`src/rtl/jk_drv_pkg.sv`:
```
// jk_drv_pkg: shared types for the JK bank driver.
// FSM state encoding and {j,k} excitation codes.
package jk_drv_pkg;

  localparam logic [2:0] S_IDLE   = 3'd0;
  localparam logic [2:0] S_DRIVE  = 3'd1;
  localparam logic [2:0] S_SETTLE = 3'd2;
  localparam logic [2:0] S_CHECK  = 3'd3;
  localparam logic [2:0] S_ERR    = 3'd4;

  typedef enum logic [2:0] {
    ST_IDLE   = S_IDLE,
    ST_DRIVE  = S_DRIVE,
    ST_SETTLE = S_SETTLE,
    ST_CHECK  = S_CHECK,
    ST_ERR    = S_ERR
  } state_t;

  // Codes are {j,k}
  localparam logic [1:0] JK_HOLD = 2'b00;
  localparam logic [1:0] JK_RST  = 2'b01;
  localparam logic [1:0] JK_SET  = 2'b10;
  localparam logic [1:0] JK_TGL  = 2'b11;

endpackage

```
`src/rtl/jk_bank_driver_excite.sv`:
```
// jk_excite: per-bit J/K excitation from current q to target tgt (comb).
// Ports: q, tgt in (W); j, k out (W). Macro JK_TOGGLE_ENC_EN selects toggle codes.
module jk_excite
  import jk_drv_pkg::*;
#(
  parameter int W = 4
) (
  input  logic [W-1:0] q,
  input  logic [W-1:0] tgt,
  output logic [W-1:0] j,
  output logic [W-1:0] k
);

  for (genvar i = 0; i < W; i++) begin : g_bit
    logic       chg;
    logic [1:0] code;

    assign chg = q[i] ^ tgt[i];

    always_comb begin
      code = JK_HOLD;
      unique case (1'b1)
        !chg: code = JK_HOLD;
`ifdef JK_TOGGLE_ENC_EN
        chg && tgt[i]:  code = JK_TGL;
        chg && !tgt[i]: code = JK_TGL;
`else
        chg && tgt[i]:  code = JK_SET;
        chg && !tgt[i]: code = JK_RST;
`endif
        default: code = JK_HOLD;
      endcase
    end

    assign j[i] = code[1];
    assign k[i] = code[0];
  end

endmodule

```
`src/rtl/jk_bank_driver.sv`:
```
// jk_bank_driver: drives a JK bank to a target word, verifies, retries.
// Ports: clk, rst (async low), tgt_*, q_fb, j, k, done, err, err_clr.
// Macro JK_TOGGLE_ENC_EN: changed bits use toggle instead of set/reset.
module jk_bank_driver
  import jk_drv_pkg::*;
#(
  parameter int W          = 4,
  parameter int SETTLE_CYC = 1,
  parameter int MAX_RETRY  = 2
) (
  input  logic         clk,
  input  logic         rst,
  input  logic [W-1:0] tgt_data,
  input  logic         tgt_valid,
  output logic         tgt_ready,
  input  logic [W-1:0] q_fb,
  output logic [W-1:0] j,
  output logic [W-1:0] k,
  output logic         done,
  output logic         err,
  input  logic         err_clr
);

  localparam int SW =
    (SETTLE_CYC > 1) ? $clog2(SETTLE_CYC) : 1;
  localparam int RW =
    (MAX_RETRY > 0) ? $clog2(MAX_RETRY + 1) : 1;

  localparam logic [SW-1:0] SETTLE_LD =
    SW'(SETTLE_CYC - 1);
  localparam logic [RW-1:0] RETRY_MAX =
    RW'(MAX_RETRY);

  state_t        state;
  logic [W-1:0]  tgt_r;
  logic [SW-1:0] settle_cnt;
  logic [RW-1:0] retry_cnt;

  logic [W-1:0]  exc_tgt;
  logic [W-1:0]  exc_j;
  logic [W-1:0]  exc_k;

  // One excitation unit serves both the initial
  // load (live target) and retries (held target).
  assign exc_tgt = (state == ST_IDLE) ? tgt_data
                                      : tgt_r;

  jk_excite #(
    .W(W)
  ) u_excite (
    .q  (q_fb),
    .tgt(exc_tgt),
    .j  (exc_j),
    .k  (exc_k)
  );

  always_ff @(posedge clk or negedge rst) begin
    if (!rst) begin
      state      <= ST_IDLE;
      tgt_r      <= '0;
      settle_cnt <= '0;
      retry_cnt  <= '0;
      j          <= '0;
      k          <= '0;
      done       <= 1'b0;
      err        <= 1'b0;
      tgt_ready  <= 1'b1;
    end else begin
      done <= 1'b0;
      unique case (state)
        ST_IDLE: begin
          if (tgt_valid) begin
            tgt_r     <= tgt_data;
            j         <= exc_j;
            k         <= exc_k;
            retry_cnt <= '0;
            tgt_ready <= 1'b0;
            state     <= ST_DRIVE;
          end
        end
        ST_DRIVE: begin
          j          <= '0;
          k          <= '0;
          settle_cnt <= SETTLE_LD;
          state      <= ST_SETTLE;
        end
        ST_SETTLE: begin
          if (settle_cnt == '0) begin
            state <= ST_CHECK;
          end else begin
            settle_cnt <= settle_cnt - 1'b1;
          end
        end
        ST_CHECK: begin
          if (q_fb == tgt_r) begin
            done      <= 1'b1;
            tgt_ready <= 1'b1;
            state     <= ST_IDLE;
          end else if (retry_cnt < RETRY_MAX) begin
            retry_cnt <= retry_cnt + 1'b1;
            j         <= exc_j;
            k         <= exc_k;
            state     <= ST_DRIVE;
          end else begin
            err   <= 1'b1;
            state <= ST_ERR;
          end
        end
        ST_ERR: begin
          if (err_clr) begin
            err       <= 1'b0;
            tgt_ready <= 1'b1;
            state     <= ST_IDLE;
          end
        end
        default: begin
          j         <= '0;
          k         <= '0;
          tgt_ready <= 1'b1;
          state     <= ST_IDLE;
        end
      endcase
    end
  end

endmodule

```
`config.mk`:
```
export PLATFORM = sky130hd
export DESIGN_NAME = jk_bank_driver
export DESIGN_NICKNAME = d
export VERILOG_FILES = /design/src/rtl/jk_drv_pkg.sv /design/src/rtl/jk_bank_driver_excite.sv /design/src/rtl/jk_bank_driver.sv
export SDC_FILE = /design/constraint.sdc
export NUM_CORES = 1
export LEC_CHECK = 0
export CORE_MARGIN = 2
export CORE_UTILIZATION = 45
export CTS_CLUSTER_DIAMETER = 80
export DETAILED_ROUTE_END_ITERATION = 10
export GPL_TIMING_DRIVEN = 0
export PLACE_DENSITY = 0.87
export SLEW_MARGIN = 10
export SYNTH_ARGS = -nofsm -noshare
export SYNTH_HDL_FRONTEND = slang
export SYNTH_SLANG_ARGS = --single-unit
```
`constraint.sdc`:
```
create_clock -name clk -period 1.7 [get_ports clk]
set_input_delay 0.255 -clock clk [delete_from_list [all_inputs] [get_ports clk]]
set_output_delay 0.255 -clock clk [all_outputs]
set_load 0.005 [all_outputs]
```
* Word-level counts from Yosys, hierarchy flattened
Index checks and enable logic that the tools add are counted.
** Storage, ports and cells
- Input port bits :: 12
- Register bits after elaboration :: 21
- Output and inout port bits :: 11
** Cells by class
- Bitwise gates (word level) :: 6
- Order comparisons :: 1
- Add/sub/neg operators :: 2
- Mux-type cells :: 35
- Equal/unequal tests :: 12
- Reduce and logical (&&, ||, !) cells :: 24
** Operators with widths (count)
- $mux 4 :: 7
- $pmux 4 s3 :: 2
- $pmux 2 s2 :: 5
- $reduce_and 4->1 :: 4
- $mux 3 :: 5
- $pmux 3 s5 :: 1
- $ne 2x2->1 const B :: 7
- $mux 1 :: 9
- $logic_and 1x1->1 :: 8
- $eq 3x2->1 const B :: 2
- $mux 2 :: 3
- $reduce_bool 2->1 :: 3
- $eq 4x4->1 :: 1
- $logic_not 1->1 :: 4
- $pmux 1 s2 :: 2
- $pmux 1 s4 :: 1
- $reduce_or 2->1 :: 2
- $xor 1x1->1 :: 4
- $eq 3x1->1 const B :: 1
- $eq 3x3->1 const B :: 1
- $logic_not 3->1 :: 1
- $reduce_and 3->1 :: 1
- $add 2x1->2 const B :: 1
- $lt 2x2->1 const B :: 1
- other kinds (3) :: 4

* Logic depth before layout (Yosys ltp)
Gate-level depths: netlist of run 1.
- Word-level depth :: 8
- Depth in mapped cells :: 6

* Cells and area by module
A second synthesis of run 1 with hierarchy kept.
** Second synthesis, totals
- Cells, all modules :: 100
- Area total of the unflattened synthesis :: 1069.8 µm²
** Modules (own cells, without submodules)
- jk_bank_driver :: cells each 92, times used 1, sequential area each 501.7 µm², area an instance 1019.7 µm²
- jk_excite :: cells each 8, times used 1, sequential area each 0.0 µm², area an instance 50.0 µm²

* Least setup slack after synthesis of run 1
No wires, ideal clock.
- Kind :: reg-to-reg
- Start :: register tgt_r[3]
- End :: register j[0]
- Data arrival time :: 1.465 ns
- Clock period less this slack :: 1.590 ns
- Path slack :: 0.110 ns
- Data required time :: 1.575 ns
- Setup time :: 0.125 ns
- Cell stages (with the launch flop) :: 6
- Cells stage by stage :: dfrtp_1 xnor2_2 nand4_2 o32a_1 buf_6 mux2_4
** On the way
- Word-level cells in the longest chain between the ends :: 3
** RTL lines
- start: declaration :: RTL line jk_bank_driver.sv:35 : logic [W-1:0] tgt_r;
- start signal: assignment :: RTL line jk_bank_driver.sv:73 : tgt_r <= tgt_data;
- $eq 4x4->1 :: RTL line jk_bank_driver.sv:95 : if (q_fb == tgt_r) begin
- $ne 2x2->1 (no line)
- $reduce_and 4->1 (no line)
- end signal: assignment :: RTL line jk_bank_driver.sv:74 : j <= exc_j;
- end signal: assignment :: RTL line jk_bank_driver.sv:101 : j <= exc_j;
- end: declaration :: RTL line jk_bank_driver.sv:17 : output logic [W-1:0] j,
No other way between the ends.
A chain may end at the register's enable or synchronous reset.

* Worst setup path after layout of run 1
- Start :: input port q_fb[1]
- End :: register j[3]
** On the way
- Word-level cells in the longest chain between the ends :: 3
** RTL lines
- start: declaration :: RTL line jk_bank_driver.sv:16 : input logic [W-1:0] q_fb,
- $eq 4x4->1 :: RTL line jk_bank_driver.sv:95
- $ne 2x2->1 (no line)
- $reduce_and 4->1 (no line)
No other way between the ends.

==> results of run 1 <==
## layout by cell type (no fill, tap or decap), drive strengths merged
cell,count
inv,5
o211ai,1
clkdlybuf4s50,22
o2bb2ai,1
o22ai,5
buf,4
nand4,1
nor3,5
a21oi,1
clkbuf,5
o32a,1
dfrtp,19
nor2,9
dfstp,1
nand3,1
a32o,1
a22oi,4
a22o,2
o31ai,1
and3,5
mux2,12
a32oi,1
or2,1
and2,2
a31oi,1
or2b,1
nand2,3
o21ai,1
xnor2,5
## power groups by stage
stage / Combinational (mW) / Clock (mW) / Sequential, mW
after global placement: 1.36 / 0 / 0.829
final: 1.42 / 0.277 / 0.835
after global routing: 1.54 / 0.302 / 0.859
after CTS: 1.42 / 0.285 / 0.833
after detailed placement: 1.38 / 0 / 0.844
after floorplan: 0.992 / 0 / 0.828
## metal layers
metal	part of all wire, %	track usage (%)	up-vias
met1	45	23.40	394
met5	0	0	-
met2	46	30.25	40
met4	2.8	10.26	0
li1	-	-	398
met3	5.8	2.542	7
## flip-flops by register name, summed over array words and instances, names as in the netlist
register / cells
j: 4
k: 4
tgt_r: 4
state: 3
retry_cnt: 2
done: 1
err: 1
tgt_ready: 1
## per-stage QoR
stage	power (mW)	std cells	cell area [µm²]
after floorplan	1.820	95	1096
after global placement	2.184	145	1351
after detailed placement	2.227	145	1351
after CTS	2.534	150	1400
after global routing	2.696	149	1396
final	2.529	149	1396
## critical path: cells and delay by family
kind	cells	cell delay, ns
AND/OR/NAND/NOR	1	0.13
multiplexers	1	0.30
AO/OA/AOI/OAI	1	0.31
XOR/XNOR	1	0.14
buffers and inverters	2	0.71
## cells by family after synthesis
kind of cell | count (synthesis) | synth area share (%)
compound gates | 20 | 13.47
xor+xnor | 5 | 6.735
buf+inv | 10 | 5.138
flops | 20 | 45.78
mux | 12 | 15.07
simple gates | 28 | 13.81
## layout make-up
class	count	area (µm²)	share of cell area [%]
buffer	4	33.78	2.419
inverter	5	18.77	1.344
sequential	20	501.7	35.93
multi-input combinational	65	543.0	38.89
clock buffer	4	36.28	2.599
timing repair buffer	23	227.7	16.31
tap	28	35.03	2.509
## repair_timing
action	in CTS	in global routing
gates resized for setup	1	0
pin swaps	1	1
endpoints found under the setup margin	13	9
setup buffers	1	0
## path summary, 6_finish.rpt
path / end / cells past startpoint / startpoint / slack [ns]
worst max-delay path: j[3] / 6 / q_fb[1] / 0.05
worst min-delay path: state[0] / 1 / rst / 0.44
worst max register to register: j[3] / 5 / tgt_r[1] / 0.08
worst min register to register: tgt_ready / 1 / tgt_ready / 0.49
max in group asynchronous: tgt_r[0] / 1 / rst / 0.71
min in group clk: tgt_ready / 1 / tgt_ready / 0.49
==> run_results.csv, run 1 <==
group,metric,value,unit
run_status,status,"finished clean",
global_routing,grt_start_max_net_pins,21,
timing,relSlewSlack,40.31,%
synth,yosys-top-cells-count,"19 x dfrtp_1, 8 x mux2_4, 8 x nor2_1",
final_layout,final_nets,134,
floorplan,rows,17,
final_layout,area_growth,27.40,%
synth,ys_types,34,
power,ir_worst_vdd,0.0009165,V
power,swShare,36.88,%
clock_network,clk_path_buf_depth,2,
synth,syn_nets,107,
route,wl_per_cell,15.46,µm
synth,synth_cells,95,
placed_design,io_buffers,22,
clock_network,htreeDepth,1,
synth,syn_area,1096,µm²
synth,syn_area_per_cell,11.54,µm²
final_layout,drive_above_1_share,23.97,%
power,p_comb_share,56.0,%
timing,slew_viol_final,0,
critical_path,cp_max_fo,8,
final_layout,fill_cells,188,
placed_design,routabilityCongestion,0.8903,
timing,fin_crit_sh,97.27,%
synth,synth_ff_type,"dfrtp_1",
timing,rsz0062_at_grt,"no",
timing,hold_viol,0,
synth,synth-seq-area-share,45.78,%
clock_network,cts_tree,"done",
floorplan,ioPinCount,23,
synth,synth_most_common_cell,"dfrtp_1",
clock_network,hold_buffers,0,
route,initialDrtViolationCount,14,
route,viasPerCell,5.631,
worst_hold_path,worstHoldPathType,"in -> async",
timing,fin_tns_setup,0,ns
timing,max_freq,604.7,MHz
timing,finClkSkew,0.002987,ns
synth,ys_async_sr_fraction,100.0,%
final_layout,fin_util,61.93,%
final_layout,antenna_cells,0,
route,antenna_left,0,
timing,tightest_slew,0.8925,ns
synth,ys_warn_count,0,
critical_path,worstSetupPathType,"in -> reg",
floorplan,start_util,48.61,%
route,drtPass1Iterations,4,
timing,fin_ws,0.04641,ns
global_routing,first_global_vias,803,
critical_path,end_kind,"register",
synth,synth_top_area_share,43.38,%
critical_path,cp-start-kind,"input pin",
critical_path,cpPeakStageDelay,0.55,ns
floorplan,dieArea,2846,µm²
global_routing,grtUsageTotal,18.57,%
flow_run,maxCapViolations,0,
power,power_density,1811,nW/µm²
power,leakage,0.6266,nW
critical_path,worst_ep_arrival_time,1.85,ns
power,switchingPower,0.9327,mW
global_routing,grt_first_pass_wirelength,3.698,mm
clock_network,numClockSinks,20,
global_routing,antenna_found_initial,0,
clock_network,cts_root_buf,"clkbuf_4",
clock_network,cts_made_buffers,3,
timing,fin_crit,1.654,ns
critical_path,slowest_stage,"clkdlybuf4s50_1",
global_routing,grt-ovfl-total,0,
power,internal_power,1.596,mW
timing,holdWs,0.4447,ns
placed_design,place_ws,-0.3608,ns
route,wl,2.304,mm
timing,setup_viol,0,
clock_network,clk_pin_slew,0.11,ns
clock_network,clk_latency,0.30,ns
critical_path,required,1.90,ns
synth,ys_seq_elements,20,
floorplan,core,2255,µm²
synth,ys_top_cells_by_area,"dfrtp_1 43%, mux2_4 11%, xnor2_2 5.9%",
route,drc,0,
power,pwr-share-seq,33.0,%
route,vias,839,
critical_path,cp_cell_sequence,"clkdlybuf4s50_1 > xnor2_2 > nand4_2 > o32a_1 > buf_6 > mux2_4",
power,power.share.clock,11.0,%
synth,synth_area_leader_cell,"dfrtp_1",
floorplan,dieHeight,53.35,µm
synth,synth_edf_count,0,
floorplan,die_w,53.35,µm
placed_design,dp_hpwl,1.584,mm
Power figures use the tool's default switching activity.
==> inputs of run 2 (changes only) <==
--- a/config.mk
+++ b/config.mk
@@ -6,11 +6,12 @@
 export NUM_CORES = 1
 export LEC_CHECK = 0
 export CORE_MARGIN = 2
-export CORE_UTILIZATION = 45
+export CORE_UTILIZATION = 50
 export CTS_CLUSTER_DIAMETER = 80
 export DETAILED_ROUTE_END_ITERATION = 10
+export DONT_BUFFER_PORTS = 1
 export GPL_TIMING_DRIVEN = 0
-export PLACE_DENSITY = 0.87
+export PLACE_DENSITY = 0.8
 export SLEW_MARGIN = 10
 export SYNTH_ARGS = -nofsm -noshare
 export SYNTH_HDL_FRONTEND = slang
==> run_results.csv, run 2 (synthesized netlist as in run 1, its figures left out) <==
group,metric,value,unit
critical_path,required,1.90,ns
global_routing,first_global_vias,749,
placed_design,dp_cells,122,
timing,fin_ws,0.04876,ns
final_layout,fin_util,60.58,%
timing,fin_tns_setup,0,ns
route,wl_per_cell,17.23,µm
clock_network,cts_made_buffers,3,
clock_network,cts_tree,"done",
run_status,status,"finished clean",
clock_network,htreeDepth,1,
clock_network,cts_root_buf,"clkbuf_4",
route,drtPass1Iterations,4,
final_layout,fin_area,1225,µm²
timing,relSlewSlack,40.49,%
critical_path,worstSetupPathType,"reg -> reg",
critical_path,rr_worst_depth,5,
timing,fin_crit_sh,97.13,%
route,antenna_left,0,
final_layout,fin_cells,131,
power,leakage,0.5637,nW
route,vias,761,
timing,fin_crit,1.651,ns
placed_design,place_ws,-0.08747,ns
critical_path,slowest_stage,"dfrtp_1",
critical_path,r2r_setup_slack,0.05,ns
critical_path,cpPeakStageDelay,0.44,ns
floorplan,dieHeight,50.82,µm
critical_path,cp-start-kind,"register",
floorplan,rows,16,
global_routing,grt-ovfl-total,0,
clock_network,clk_pin_slew,0.11,ns
final_layout,final_cell_mix,"18 x dfrtp_1, 8 x mux2_4, 8 x nor2_1, 6 x buf_4",
critical_path,regToRegStartpoint,"tgt_r[0]",
critical_path,rr_endpoint,"k[2]",
power,ir_worst_vdd,0.001043,V
route,viasPerCell,5.809,
floorplan,start_util,54.21,%
critical_path,cp_max_fo,8,
timing,holdWs,0.03011,ns
worst_hold_path,min_path_cells,1,
route,wl,2.257,mm
placed_design,placed_cell_area,1130,µm²
placed_design,routabilityCongestion,0.7376,
clock_network,numClockSinks,20,
floorplan,die_w,50.82,µm
worst_hold_path,worstHoldPathType,"in -> reg",
floorplan,core,2022,µm²
critical_path,cp_cell_sequence,"xnor2_2 > nand4_4 > o32a_1 > buf_6 > mux2_4",
timing,setup_viol,0,
flow_run,maxCapViolations,0,
worst_hold_path,whs_endpoint,"state[2]",
final_layout,reg.largest.list,"j (4), k (4), tgt_r (4)",
global_routing,grtUsageTotal,20.08,%
placed_design,dp_hpwl,1.537,mm
worst_hold_path,hp-start,"err_clr",
final_layout,drive_above_1_share,32.69,%
placed_design,io_buffers,0,
timing,max_freq,605.6,MHz
global_routing,grt_first_pass_wirelength,3.829,mm
critical_path,worst_ep_arrival_time,1.85,ns
floorplan,dieArea,2583,µm²
critical_path,end_kind,"register",
global_routing,antenna_found_initial,0,
timing,tightest_slew,0.8897,ns
final_layout,area_growth,11.76,%
route,drc,0,
floorplan,ioPinCount,23,
global_routing,grt_start_max_net_pins,21,
timing,slew_viol_final,0,
final_layout,antenna_cells,0,
clock_network,clk_latency,0.30,ns
final_layout,layout_commonest_cell,"dfrtp_1",
power,power_density,1980,nW/µm²
clock_network,clk_path_buf_depth,2,
timing,hold_viol,0,
power,p_total,2.426,mW
final_layout,final_nets,117,
timing,finClkSkew,0.001316,ns
route,initialDrtViolationCount,9,
-- run 2: critical path, delay by kind of cell (launching register included) --
family / cells / cell delay (ns)
flops: 1 / 0.44
compound gates: 1 / 0.32
mux: 1 / 0.30
xor+xnor: 1 / 0.19
buf+inv: 1 / 0.15
simple gates: 1 / 0.13
-- run 2: report_power, final --
group | leakage (nW) | switching (mW) | internal, mW | total [mW]
Sequential | 0.251 | 0.164 | 0.682 | 0.846
Clock | 0.0210 | 0.148 | 0.131 | 0.278
Combinational | 0.292 | 0.619 | 0.683 | 1.30
Total | 0.564 | 0.930 | 1.50 | 2.43
-- run 2: final cells by class --
type / count / area, µm²
Buffer: 4 / 33.78
Clock buffer: 4 / 36.28
Fill cell: 161 / 797.0
Inverter: 5 / 18.77
Multi-Input combinational cell: 65 / 551.8
Sequential cell: 20 / 503.0
Tap cell: 27 / 33.78
Timing Repair Buffer: 6 / 47.55
-- run 2: worst max path at each step --
stage | from | to | slack (ns)
global placement | state[1] | tgt_r[3] | -0.05
detailed placement | state[1] | tgt_r[2] | -0.09
floorplan | tgt_r[3] | j[0] | 0.11
finish | tgt_r[0] | k[2] | 0.05
global route | tgt_r[0] | k[0] | -0.02
CTS | state[1] | tgt_r[2] | 0.003
-- run 2: timing repair --
item / in CTS / in global routing
setup buffers: 2 / 3
pin swaps: 0 / 2
hold buffers: 1 / 0
hold endpoints to repair: 20 / 0
resized for setup: 1 / 2
setup endpoints to repair: 13 / 13
-- run 2: per-layer routing --
layer	part of all wire (%)	global-route usage (%)	wire length, µm
met1	44	28.35	996
met2	48	29.17	1077
met3	8.1	8.187	183
met4	0	4.054	0
met5	0	0	0
